`config.mk`:
```
export PLATFORM = sky130hd
export DESIGN_NAME = regfile
export DESIGN_NICKNAME = d
export VERILOG_FILES = /design/src/rtl/regfile_pkg.sv /design/src/rtl/regfile.sv
export SDC_FILE = /design/constraint.sdc
export NUM_CORES = 2
export LEC_CHECK = 0
export ABC_CLOCK_PERIOD_IN_PS = 82100
export CAP_MARGIN = 0
export CORE_ASPECT_RATIO = 0.5
export CORE_MARGIN = 2
export CORE_UTILIZATION = 44
export DETAILED_ROUTE_END_ITERATION = 10
export MAX_ROUTING_LAYER = met4
export SYNTH_ARGS = -nofsm -noshare
export SYNTH_HDL_FRONTEND = slang
export SYNTH_SLANG_ARGS = --single-unit
export TNS_END_PERCENT = 100
```
`constraint.sdc`:
```
create_clock -name clk -period 82.1 [get_ports clk]
set_clock_uncertainty 0.2 [all_clocks]
set_input_delay 12.315 -clock clk [delete_from_list [all_inputs] [get_ports clk]]
set_output_delay 12.315 -clock clk [all_outputs]
set_load 0.1 [all_outputs]
```
`src/rtl/regfile_pkg.sv`:
```
// Shared constants for the register file and its companion ALU:
// datapath width, address width, entry count and the ALU opcode map.
package regfile_pkg;

    localparam int DATA_W = 32;
    localparam int ADDR_W = 6;
    localparam int DEPTH  = 64;

    localparam logic [4:0] OP_AND = 5'h00;
    localparam logic [4:0] OP_ADD = 5'h01;
    localparam logic [4:0] OP_SUB = 5'h02;
    localparam logic [4:0] OP_OR  = 5'h03;
    localparam logic [4:0] OP_XOR = 5'h04;
    localparam logic [4:0] OP_SLL = 5'h05;
    localparam logic [4:0] OP_SRL = 5'h06;
    localparam logic [4:0] OP_SRA = 5'h07;
    localparam logic [4:0] OP_SLT = 5'h08;

endpackage

```
`src/rtl/regfile.sv`:
```
// 64 x 32 register file: one combinational read port, one synchronous
// write port, asynchronous active-high clear of every entry.
// Optional feature: define REGFILE_BYPASS_EN to forward wdata onto
// rdata in the same cycle when a write targets the address being read.
// Reset always wins: rdata is zero while rst is high, bypass or not.
module regfile
    import regfile_pkg::*;
#(
    parameter int DEPTH = regfile_pkg::DEPTH,
    parameter int AW    = regfile_pkg::ADDR_W
)(
    input  logic              clk,
    input  logic              rst,
    input  logic [AW-1:0]     raddr,
    output logic [DATA_W-1:0] rdata,
    input  logic [AW-1:0]     waddr,
    input  logic [DATA_W-1:0] wdata,
    input  logic              we
);

    logic [DEPTH-1:0][DATA_W-1:0] mem;

    // Storage: async clear has priority, otherwise single-port write
    always_ff @(posedge clk or posedge rst) begin
        if (rst) begin
            mem <= '0;
        end else if (we) begin
            mem[waddr] <= wdata;
        end
    end

    // Read mux, gated to zero during reset, with optional forwarding
    always_comb begin
        rdata = mem[raddr];
`ifdef REGFILE_BYPASS_EN
        if (we && (waddr == raddr))
            rdata = wdata;
`endif
        if (rst)
            rdata = '0;
    end

endmodule

```
==> run_results.csv <==
group,metric,value,unit
status,outcome,"finished clean",
cells_and_area,nFillCells,17565,
clocking,ctsHoldBuffers,0,
clocking,max-clock-path-buffers,4,
timing,hold_viol_final,0,
power_and_ir_drop,power_leakage,0.0471,µW
die,pin_count,79,
timing,maxSlewHeadroom,10.1,%
placed_design,gp_congestion,0.783,
job,maxCapViolations,0,
cells_and_area,top_register,"mem",
power_and_ir_drop,power_frac_comb,13.5,%
clocking,ctsResizeCount,0,
cells_and_area,areaGrowthSynthToFinish,10.3,%
timing,period_needed,30880,ps
global_routing,track_usage,27.0,%
power_and_ir_drop,power_density,24.1,mW/mm²
die,die_y,329,µm
synthesis,post-synth-top-area-fraction,55.0,%
critical_path,cp.depth,9,
critical_path,cp.arrival,18360,ps
route,num_vias,53082,
synthesis,synth_top_cell_by_area,"dfrtp_1",
critical_path,path_class,"input port to primary output",
synthesis,synth_nets,5801,
power_and_ir_drop,irDropWorstVdd,0.0160,mV
clocking,h-tree-depth,4,
power_and_ir_drop,clkPwrFrac,37.8,%
worst_hold_path,hp-class,"flop to flop",
clocking,cts_buffers,199,
die,core-area,0.210,mm²
synthesis,synth_ff_type,"dfrtp_1",
critical_path,crit_required,69580,ps
global_routing,grt_max_degree,185,
clocking,cts_num_sinks,2048,
route,totalWireLength,280000,µm
synthesis,seq_area_frac_synth,55.0,%
power_and_ir_drop,seq_power_share,48.7,%
timing,rsz0062_at_grt,"no",
critical_path,cp_slowest_stage_delay,1010,ps
synthesis,netlist_area,0.0931,mm²
cells_and_area,fin_util,48.8,%
clocking,cts-root-buf,"clkbuf_16",
power_and_ir_drop,net-switching-power,611,µW
cells_and_area,final_nets,5634,
synthesis,yosys.cell_types.count,55,
timing,post-route-period-util,37.6,%
cells_and_area,seqCellArea,0.0512,mm²
clocking,clkLatencyLatePin,830,ps
route,wl_per_cell,32.5,µm
clocking,cts_tree,"yes",
route,firstDrtPassIters,5,
synthesis,yosysWarnings,0,
timing,drv_slew,0,
cells_and_area,multi_input_area,0.0395,mm²
critical_path,crit_top_cell,"buf_4",
timing,fin_tns_setup,0,ps
critical_path,crit_family,"buffers and inverters",
worst_hold_path,holdPathStages,1,
placed_design,post-dp-hpwl,151000,µm
global_routing,first_global_vias,56342,
die,die_w,655,µm
cells_and_area,largest_register_ffs,2048,
route,vias_per_cell,6.18,
synthesis,synth.area.top_cells,"dfrtp_1 (55%), mux2_2 (25%), mux4_2 (14%)",
synthesis,synth_edf_count,0,
critical_path,crit_slowest_cell,"clkdlybuf4s50_1",
critical_path,critical_path_buf_inv_count,5,
route,drt_iter0_markers,4346,
clocking,cts.clk_slew.worst_paths,60,ps
synthesis,ys_ff_latch,2048,
critical_path,critPathLaunchType,"input port",
critical_path,cp-end-kind,"primary output",
cells_and_area,drive_gt1_share,55.7,%
timing,worst_slew_pin_slew,1350,ps
global_routing,grt_pass1_wl,408000,µm
global_routing,grt_overflow,0,
global_routing,antenna_found_initial,25,
synthesis,syn_avg_cell_area,16.2,µm²
cells_and_area,top_regs,"mem: 2048 flops",
synthesis,synth-async-reset-ratio,100,%
critical_path,r2r_cells,1,
critical_path,path_cells,"buf_8 -> buf_4 -> buf_4 -> buf_4 -> mux4_2 -> mux4_2 -> a211oi_1 -> nor3_1 -> clkdlybuf4s50_1",
timing,setup_viol,0,
placed_design,portBuffers,78,
power_and_ir_drop,internal_power,1870,µW
clocking,cts_setup_buffers,0,
critical_path,cp_max_fo,59,
power_and_ir_drop,switching_share,24.6,%
timing,fmax,32.4,MHz
die,initial_utilization,44.3,%
die,row_count,119,
route,drcViolationCount,0,
die,die_area,0.216,mm²
synthesis,synthCells,5754,
route,postRouteAntennaNets,0,
## cell usage after synthesis, types with 3 or more instances
cell type and number:
mux2_2 2066, dfrtp_1 2048, mux4_2 562, clkbuf_1 273, buf_1 169, mux2i_1 109
buf_2 78, nand2_1 77, nor2_1 61, buf_4 36, buf_6 28, a22oi_1 27
nor2b_1 23, a21oi_1 20, o22ai_1 18, nor3_1 16, nand3_1 14, a211oi_1 11
nand2b_1 11, o21ai_1 11, o21ai_0 9, a221oi_1 8, o211ai_1 8, a2111oi_0 6
mux2_1 5, a32oi_1 4, and2_1 4, nor4_1 4, a31o_1 3, buf_8 3
nand3b_1 3, or2_2 3, or3_1 3, or3b_2 3
## layout by cell type, fill, tap and decap left out, types with 4 or more instances in the layout
master,instances
clkbuf_1,41
o21ai_1,11
clkinvlp_4,6
mux2_2,2066
and2_1,4
nand2b_1,11
mux4_2,562
clkbuf_8,56
nand3_1,13
o21ai_0,9
clkdlybuf4s50_1,39
buf_2,34
nand2_2,26
o22ai_1,18
a221oi_1,8
dfrtp_1,2048
a21oi_1,20
mux2_1,5
diode_2,12
nor3_1,13
bufinv_16,13
nand2_1,47
nor2_1,30
buf_4,138
a211oi_1,11
mux2i_1,109
clkbuf_16,202
a2111oi_2,4
nor2b_1,23
clkinv_2,31
a22oi_1,27
nor2_4,30
o211ai_1,8
nand2_4,4
buf_12,5
a32oi_1,4
## final cells by class
cell class / count / share of cell area [%]
Antenna cell: 12 / 0.0292
Clock buffer: 299 / 5.82
Clock inverter: 53 / 0.608
Inverter: 2 / 0.0170
Multi-Input combinational cell: 3116 / 38.5
Sequential cell: 2048 / 49.9
Tap cell: 2843 / 3.46
Timing Repair Buffer: 220 / 1.71
## per-stage QoR
step | std cells | power [µW] | instance area, µm² | worst slack, ps | hold slack (ps)
2_1_floorplan | 5754 | 1480 | 93100 | 5160 | 272
3_3_place_gp | 8228 | 1540 | 96100 | 50190 | 281
3_5_place_dp | 8229 | 1560 | 96100 | 51170 | 287
4_1_cts | 8581 | 2500 | 103000 | 51140 | 300
5_1_grt | 8585 | 2580 | 103000 | 50840 | 307
6_report | 8593 | 2480 | 103000 | 51220 | 299
## cell families (layout without fill, tap and decap cells)
family | Yosys count | in the layout | synth area share (%)
other | 0 | 12 | 0
AND/OR/NAND/NOR | 229 | 229 | 1.15
AO/OA/AOI/OAI | 145 | 145 | 1.10
multiplexers | 2742 | 2742 | 39.8
buffers and inverters | 590 | 574 | 2.91
flip-flops | 2048 | 2048 | 55.0
## power by group through the flow
stage                     combinational (µW)  clock, µW  sequential (µW)
after floorplan                          266          0             1210
after global placement                   322          0             1210
after detailed placement                 335          0             1230
after CTS                                336        954             1210
after global routing                     358       1000             1220
final                                    334        938             1210
## final timing paths
kind | from | endpoint | slack, ps
max | raddr[0] | rdata[14] | 51220
min | mem[1228] | mem[1228] | 300
max reg2reg | mem[1137] | mem[1137] | 81110
min reg2reg | mem[1228] | mem[1228] | 300
max in group asynchronous | rst | mem[303] | 65830
min in group asynchronous | rst | mem[1724] | 11970
## routing by layer
| metal | GRT usage [%] | up-vias | part of all wire (%) |
|---|---|---|---|
| met3 | 4.13 | 424 | 6.4 |
| met5 | - | - | 0 |
| met1 | 39.2 | 29995 | 46 |
| met2 | 40.4 | 1576 | 45 |
| li1 | - | 21087 | - |
| met4 | 6.12 | 0 | 2.4 |
No activity file was read; power rests on OpenSTA's default activity.
